`config.mk`:
```
export PLATFORM = sky130hd
export DESIGN_NAME = hazard_ctrl
export DESIGN_NICKNAME = d
export VERILOG_FILES = /design/src/rtl/hazard_ctrl.sv
export SDC_FILE = /design/constraint.sdc
export NUM_CORES = 1
export LEC_CHECK = 0
export CAP_MARGIN = 20
export CORE_MARGIN = 4
export CORE_UTILIZATION = 50
export CTS_CLUSTER_DIAMETER = 40
export CTS_CLUSTER_SIZE = 40
export DETAILED_ROUTE_END_ITERATION = 12
export PLACE_DENSITY_LB_ADDON = 0.08
export SLEW_MARGIN = 20
export SYNTH_ARGS = -nofsm -noshare
export SYNTH_HDL_FRONTEND = slang
export SYNTH_SLANG_ARGS = --single-unit
```
`constraint.sdc`:
```
create_clock -name clk -period 6.4 [get_ports clk]
set_clock_uncertainty 0.1 [all_clocks]
set_input_delay 1.6 -clock clk [delete_from_list [all_inputs] [get_ports clk]]
set_output_delay 1.6 -clock clk [all_outputs]
set_load 0.02 [all_outputs]
```
`src/rtl/hazard_ctrl.sv`:
```
// Stall/flush/bypass controller for the in-order pipeline.
// Detects load-use hazards and inserts bubbles into ID/IX. Squashes wrong-path
// instructions after a taken branch resolved in IX. Computes the MX/WX/WM
// bypass selects, and counts stall and flush events for performance debug.
module hazard_ctrl #(
   parameter int LOAD_STALL_CYCLES = 1,
   parameter int FLUSH_CYCLES      = 2,
   parameter int CNT_W             = 16
) (
   input  logic             clk,
   input  logic             rst_n,
   input  logic [4:0]       id_rs,
   input  logic [4:0]       id_rt,
   input  logic             id_uses_rs,
   input  logic             id_uses_rt,
   input  logic             id_store_rt,
   input  logic [4:0]       ix_dest,
   input  logic             ix_write_reg,
   input  logic             ix_is_load,
   input  logic [4:0]       mem_dest,
   input  logic             mem_write_reg,
   input  logic             ix_branch_taken,
   output logic             pc_hold,
   output logic             if_id_hold,
   output logic             if_id_flush,
   output logic             id_ix_stall,
   output logic             id_ix_flush,
   output logic             mx_op1_bypass,
   output logic             mx_op2_bypass,
   output logic             wx_op1_bypass,
   output logic             wx_op2_bypass,
   output logic             wm_data_bypass,
   output logic [CNT_W-1:0] stall_cnt,
   output logic [CNT_W-1:0] flush_cnt
);

   typedef enum logic [1:0] {RUN, LSTALL, FLUSH} state_t;

   state_t           r_state, w_state_nxt;
   logic [2:0]       r_rem, w_rem_nxt;
   logic [CNT_W-1:0] r_stall_cnt, r_flush_cnt;
   logic             w_load_use;
   logic             w_ix_valid, w_mem_valid;
   logic             w_mx1, w_mx2;

   // $0 is hard-wired, so a producer targeting it never creates a dependency.
   assign w_ix_valid  = ix_write_reg  & (ix_dest  != 5'd0);
   assign w_mem_valid = mem_write_reg & (mem_dest != 5'd0);

   // A load in IX cannot forward in time for an ALU operand read by ID;
   // store data alone is covered later by the WM bypass, so it does not stall.
   assign w_load_use = ix_is_load & w_ix_valid &
                       ((id_uses_rs & (id_rs == ix_dest)) |
                        (id_uses_rt & (id_rt == ix_dest)));

   assign w_mx1 = id_uses_rs & w_ix_valid & ~ix_is_load & (ix_dest == id_rs);
   assign w_mx2 = id_uses_rt & w_ix_valid & ~ix_is_load & (ix_dest == id_rt);

   // Next-state and control outputs; branch outranks FLUSH, which outranks stalls.
   always_comb begin
      w_state_nxt    = r_state;
      w_rem_nxt      = r_rem;
      pc_hold        = 1'b0;
      if_id_hold     = 1'b0;
      if_id_flush    = 1'b0;
      id_ix_stall    = 1'b0;
      id_ix_flush    = 1'b0;
      mx_op1_bypass  = 1'b0;
      mx_op2_bypass  = 1'b0;
      wx_op1_bypass  = 1'b0;
      wx_op2_bypass  = 1'b0;
      wm_data_bypass = 1'b0;
      if (!rst_n) begin
         if_id_flush = 1'b1;
         id_ix_flush = 1'b1;
      end else if (ix_branch_taken) begin
         // Any stall in progress belongs to the wrong path and is dropped.
         if_id_flush = 1'b1;
         id_ix_flush = 1'b1;
         if (FLUSH_CYCLES > 1) begin
            w_state_nxt = FLUSH;
            w_rem_nxt   = 3'(FLUSH_CYCLES - 1);
         end else begin
            w_state_nxt = RUN;
            w_rem_nxt   = 3'd0;
         end
      end else if (r_state == FLUSH) begin
         if_id_flush = 1'b1;
         id_ix_flush = 1'b1;
         w_rem_nxt   = r_rem - 3'd1;
         if (r_rem <= 3'd1) begin
            w_state_nxt = RUN;
            w_rem_nxt   = 3'd0;
         end
      end else if (r_state == LSTALL) begin
         pc_hold     = 1'b1;
         if_id_hold  = 1'b1;
         id_ix_stall = 1'b1;
         w_rem_nxt   = r_rem - 3'd1;
         if (r_rem <= 3'd1) begin
            w_state_nxt = RUN;
            w_rem_nxt   = 3'd0;
         end
      end else if (w_load_use) begin
         pc_hold     = 1'b1;
         if_id_hold  = 1'b1;
         id_ix_stall = 1'b1;
         if (LOAD_STALL_CYCLES > 1) begin
            w_state_nxt = LSTALL;
            w_rem_nxt   = 3'(LOAD_STALL_CYCLES - 1);
         end
      end else begin
         // MX is the youngest producer, so it shadows WX for the same operand.
         mx_op1_bypass  = w_mx1;
         mx_op2_bypass  = w_mx2;
         wx_op1_bypass  = id_uses_rs & w_mem_valid & (mem_dest == id_rs) & ~w_mx1;
         wx_op2_bypass  = id_uses_rt & w_mem_valid & (mem_dest == id_rt) & ~w_mx2;
         wm_data_bypass = id_store_rt & w_ix_valid & (ix_dest == id_rt);
      end
   end

   // State register and remaining-cycle counter.
   always_ff @(posedge clk or negedge rst_n) begin
      if (!rst_n) begin
         r_state <= RUN;
         r_rem   <= 3'd0;
      end else begin
         r_state <= w_state_nxt;
         r_rem   <= w_rem_nxt;
      end
   end

   // Saturating event counters: bubbles inserted and taken-branch flushes.
   always_ff @(posedge clk or negedge rst_n) begin
      if (!rst_n) begin
         r_stall_cnt <= '0;
         r_flush_cnt <= '0;
      end else begin
         if (id_ix_stall && (r_stall_cnt != {CNT_W{1'b1}}))
            r_stall_cnt <= r_stall_cnt + 1'b1;
         if (ix_branch_taken && (r_flush_cnt != {CNT_W{1'b1}}))
            r_flush_cnt <= r_flush_cnt + 1'b1;
      end
   end

   assign stall_cnt = r_stall_cnt;
   assign flush_cnt = r_flush_cnt;

endmodule
```
* Yosys cells after proc, flatten, opt, wreduce, memory -nomap -nowiden *
Cells that the tools add are included.

operators by class
  $add $sub $neg = 3
  $mul = 0
  divide/modulo/power cells = 0
  $lt $le $gt $ge = 1
  eq/ne operators = 10
  shift-type cells = 0
  mux-type cells = 41
  bitwise logic cells = 24
  reduce and logical (&&, ||, !) cells = 6

operators by type and width
  operator                                                         number
  2-to-1 mux 1 bit                                                 33
  adder 16 x 1 -> 16 bit (second input constant)                   2
  inequality test 16 bit (second input constant)                   2
  == test 5 bit                                                    6
  bitwise AND 1 bit                                                20
  2-to-1 mux 3 bit                                                 4
  nonzero test 5 bit                                               2
  2-to-1 mux 2 bit                                                 4
  less-or-equal comparator 3 x 1 -> 1 bit (second input constant)  1
  inverter 1 bit                                                   3
  nonzero test 3 bit                                               1
  subtractor 3 x 1 -> 3 bit (second input constant)                1
  == test 2 x 1 -> 1 bit (second input constant)                   1
  == test 2 bit (second input constant)                            1
  logical AND 1 bit                                                2
  AND reduction 2 bit                                              1
  OR 1 bit                                                         1

word-level totals
  flip-flop bits (word level) = 37
  bits in latches = 0
  bits in writable memories = 0
  memory bits (read-only) = 0
  input bits = 29
  word-level logic and storage cells = 89
  memories = 0

* Logic depth before layout (Yosys ltp) *
  word-level depth = 12
  depth in mapped cells = 8
  depth with buffers taken out = 7

* Worst setup path before layout *
Ideal clock, no wire load.

  path kind = input to output
  from = in ix_dest[3]
  to = out if_id_hold
  data arrival time = 2.917 ns
  slack = 1.783 ns
  cell stages on the path = 7
  path buffers = 1
  cells stage by stage = xor2_1 nor4_1 nand3_1 nand2_1 nand2_1 nor2_1 buf_4

on the way
  longest elaborated chain between the ends = 9
  elaborated cells between the ends (all ways) = 14
  those cells by class = 2 x eq/ne; 5 x mux; 6 x bitwise; 1 x reduce/logical

RTL lines
  element                                        RTL line    text
  start, declared                                17          input logic [4:0] ix_dest,
  == test 5 bit (tied with other cells)          53          ((id_uses_rs & (id_rs == ix_dest)) |
  bitwise AND 1 bit (on tied branches)           53, 47, 54
  OR 1 bit or bitwise AND 1 bit (tied branches)  53, 52
  bitwise AND 1 bit (*)                          52          assign w_load_use = ix_is_load & w_ix_valid &
  2-to-1 mux 1 bit (*) (5 in series)             -
  end, declared                                  24          output logic if_id_hold,

Mark *: on every way between the ends. The rest lies on a longest branch, timed or not.

* Final worst setup path *
  from = in ix_dest[3]
  to = out id_ix_stall

on the way
  longest elaborated chain between the ends = 9
  elaborated cells between the ends (all ways) = 14
  those cells by class = 2 x eq/ne; 5 x mux; 6 x bitwise; 1 x reduce/logical

RTL lines
  element                                        RTL line    text
  == test 5 bit (tied with other cells)          53
  bitwise AND 1 bit (on tied branches)           53, 47, 54
  OR 1 bit or bitwise AND 1 bit (tied branches)  53, 52
  bitwise AND 1 bit (*)                          52
  2-to-1 mux 1 bit (*)                           104         end else if (w_load_use) begin
  2-to-1 mux 1 bit (*)                           95          end else if (r_state == LSTALL) begin
  2-to-1 mux 1 bit (*)                           87          end else if (r_state == FLUSH) begin
  2-to-1 mux 1 bit (*)                           76          end else if (ix_branch_taken) begin
  2-to-1 mux 1 bit (*)                           73          if (!rst_n) begin
  end, declared                                  26          output logic id_ix_stall,

Marks and branches as above.

==> results by group <==
Run status
  – Status: completed

Detailed routing
  – Total wire length: 5.05 mm
  – Vias: 1826
  – Iteration-0 DRC Markers: 77
  – DRT Pass-1 Iters: 4
  – Detail Route Antenna Nets: 0
  – Post-DR wirelength/cell: 14.7 um
  – # DRC: 0
  – DR vias/cell: 5.31

Cells and area
  – Fin nets: 326
  – Area Overhead vs Synth: 37.6%
  – ANT cells: 0
  – Layout cells sized above 1: 7.82%

Power
  – Total power: 0.650 mW
  – PwrDens: 219 nW/um2
  – Maximum vdd drop: 0.000230 V
  – LEAKAGE: 1.24 nW

Worst setup path
  – Worst setup startpoint: ix_dest[3]
  – Worst setup SP type: primary input
  – Reg-to-reg startpoint: flush_cnt[5]
  – Crit path to: id_ix_stall
  – Worst EP arrival: 3.80 ns
  – Worst-path cell chain: clkdlybuf4s50_1 > xor2_1 > nor4_1 > nand3_1 > nand2_1 > nand2_1 > nor2_1 > clkdlybuf4s50_1
  – Critical Path Stages: 8
  – Setup CP Type: in -> out
  – Critical Path Fanout Max: 3
  – CP max stage delay: 0.64 ns
  – Crit-path leading delay family: buffers and inverters
  – Slowest cell on the critical path: clkdlybuf4s50_1
  – RR Endpoint: flush_cnt[10]
  – R2r setup slk: 4.33 ns
  – Worst path bufs/invs: 2
  – Worst setup EP type: output port
  – WP data required: 4.70 ns
  – R2R depth: 6

Synthesis
  – Synth Warn #: 0
  – Register area share after synthesis: 41.8%
  – FFs w/ async S/R, synth: 100%
  – Post-synth top flop: dfrtp_1
  – Gate count of the mapped netlist: 220
  – Seq cells post-synth: 36
  – Post-synth EDFFs: 0
  – Synth unique cells: 39
  – Post-synthesis net count: 253
  – Synth Cell Area: 2150 um2
  – Syn_area_per_cell: 9.79 um2

STA
  – Fin crit share: 85.9%
  – Worst-Margin Slew: 0.711 ns
  – Final-report setup violation count: 0
  – Post-Route Setup TNS: 0 ns
  – Max Freq: 182 MHz
  – Final Max Slew Viols: 0
  – Period minus WS final: 5.50 ns
  – Slew Limit Headroom: 52.5%
  – Hold Fails Final Rpt: 0
  – Unrepaired setup endpoints after global routing: no

CTS
  – CTS resizes: 0
  – CTS H-tree lvls: 2
  – Deepest clock path buffer count: 2
  – Clock latency on the worst-skew pair: 0.28 ns
  – Post-CTS setup buffers: 0
  – Clock slew at reported path FFs: 0.08 ns
  – Cts bufs inserted: 5
  – Clk root buf: clkbuf_8
  – CTS Hold Buffers Added: 0
  – # clock sinks: 36
  – CTS tree: yes

Global route
  – Largest net degree at the start of global routing: 44
  – Vias in the first global route: 1788
  – First-pass GRT wire length: 8.31 mm
  – Tot GR Track Use: 19.5%
  – GRT overflow: 0
  – Initial antenna violation count: 0

Placement
  – GPL Wtd Cong: 0.870
  – I/O Buffers: 70
  – Hpwl dp: 3.86 mm

Min path
  – Hold Path Depth: 2
  – Min-Delay Path Class: reg -> reg

Floorplanning
  – Ports: 71
  – Core Box Area: 4090 um2
  – Row count: 23
  – Initial Utilization: 52.7%
  – Die Ht: 73.6 um
  – Die ar.: 5420 um2
  – Die Span X: 73.6 um

Run
  – Max Cap Violations: 0
[cells in the mapped netlist (4+ instances only)]
cell | n | area share [%]
dfrtp_1 | 36 | 42
xor2_1 | 29 | 12
nand2_1 | 24 | 4.2
nor2_1 | 18 | 3.1
xnor2_1 | 17 | 6.9
nand3_1 | 15 | 3.5
inv_1 | 10 | 1.7
nor3_1 | 8 | 1.9
a21oi_1 | 5 | 1.2
nand4_1 | 5 | 1.5
nor4_1 | 5 | 1.5
o21ai_0 | 5 | 1.2
and3_1 | 4 | 1.2
ha_1 | 4 | 2.3
nor3_2 | 4 | 1.9
[routing by layer]
layer	share of wire, %	global-route usage [%]	routed length (um)
met3	6.8	4.38	344
met5	0	0	0
met2	44	29.1	2220
met1	49	28.9	2460
met4	0.65	4.23	33
[sequential cells by signal, indices dropped and copies added (netlist names)]
| name | flops |
|---|---|
| flush_cnt | 16 |
| stall_cnt | 16 |
| r_rem | 3 |
| r_state | 1 |
[cell type report]
class	instances	area, um2
multi-input cells	169	1170
fillers	344	1120
flip-flops and latches	36	901
repair buffers	71	703
clock buffers	7	76.3
well taps	50	62.6
inverters	10	37.5
clock inverters	1	8.76
[worst min-delay path by stage]
stage	start	to
floorplan	r_rem[1]	r_rem[1]
global placement	r_rem[1]	r_rem[1]
detailed placement	r_rem[1]	r_rem[1]
CTS	r_rem[1]	r_rem[1]
global route	stall_cnt[14]	stall_cnt[14]
finish	r_rem[1]	r_rem[1]
[worst reg2reg max path: cells and delay by family (launching register included)]
family / cells / cell delay [ns]
AND/OR/NAND/NOR: 5 / 1.25
XOR/XNOR: 1 / 0.16
flip-flops: 1 / 0.45
[report_power, final]
part	internal, mW	switching [mW]	leakage [nW]
clock	0.0778	0.0811	0.0424
sequential	0.258	0.0398	0.464
combinational	0.0961	0.0970	0.731
total	0.432	0.218	1.24
[through the flow]
step	util (%)	hold WS, ns	area [um2]	setup slack (ns)	std cells
floorplan	-	0.342	2150	1.78	220
global placement	70.5	0.360	2880	0.949	336
detailed placement	70.5	0.372	2880	0.894	336
CTS	72.5	0.390	2960	0.886	344
global route	72.5	0.414	2960	0.708	344
finish	72.5	0.387	2960	0.900	344
[cell usage in the layout, fill, tap and decap left out, types with 2 or more instances in the layout]
cell type        netlist  final
nor4_2                 2      2
nand2_1               24     24
xor2_1                29     29
o21ai_0                5      5
inv_1                 10     10
or2_2                  2      2
clkbuf_8               0      5
o211ai_4               2      2
xnor2_1               17     17
and3_1                 4      4
nand3_1               15     15
clkbuf_1               1      2
nor3b_1                2      2
o211ai_1               2      2
nor3_2                 4      4
nor2_1                18     18
nor4_1                 5      5
ha_1                   4      4
nand4_1                5      5
nor3_1                 8      8
clkdlybuf4s50_1        0     69
a21oi_1                5      5
dfrtp_1               36     36
[kinds of logic after synthesis]
kind of cell	count (synthesis)	synth area share, %
adder cells (fa/ha/maj)	4	2.32
buffers and inverters	15	3.66
AND/OR/NAND/NOR	96	24.2
multiplexers	3	1.51
AO/OA/AOI/OAI	20	7.78
flip-flops	36	41.8
XOR/XNOR	46	18.7
No activity file was read; power rests on OpenSTA's default activity.
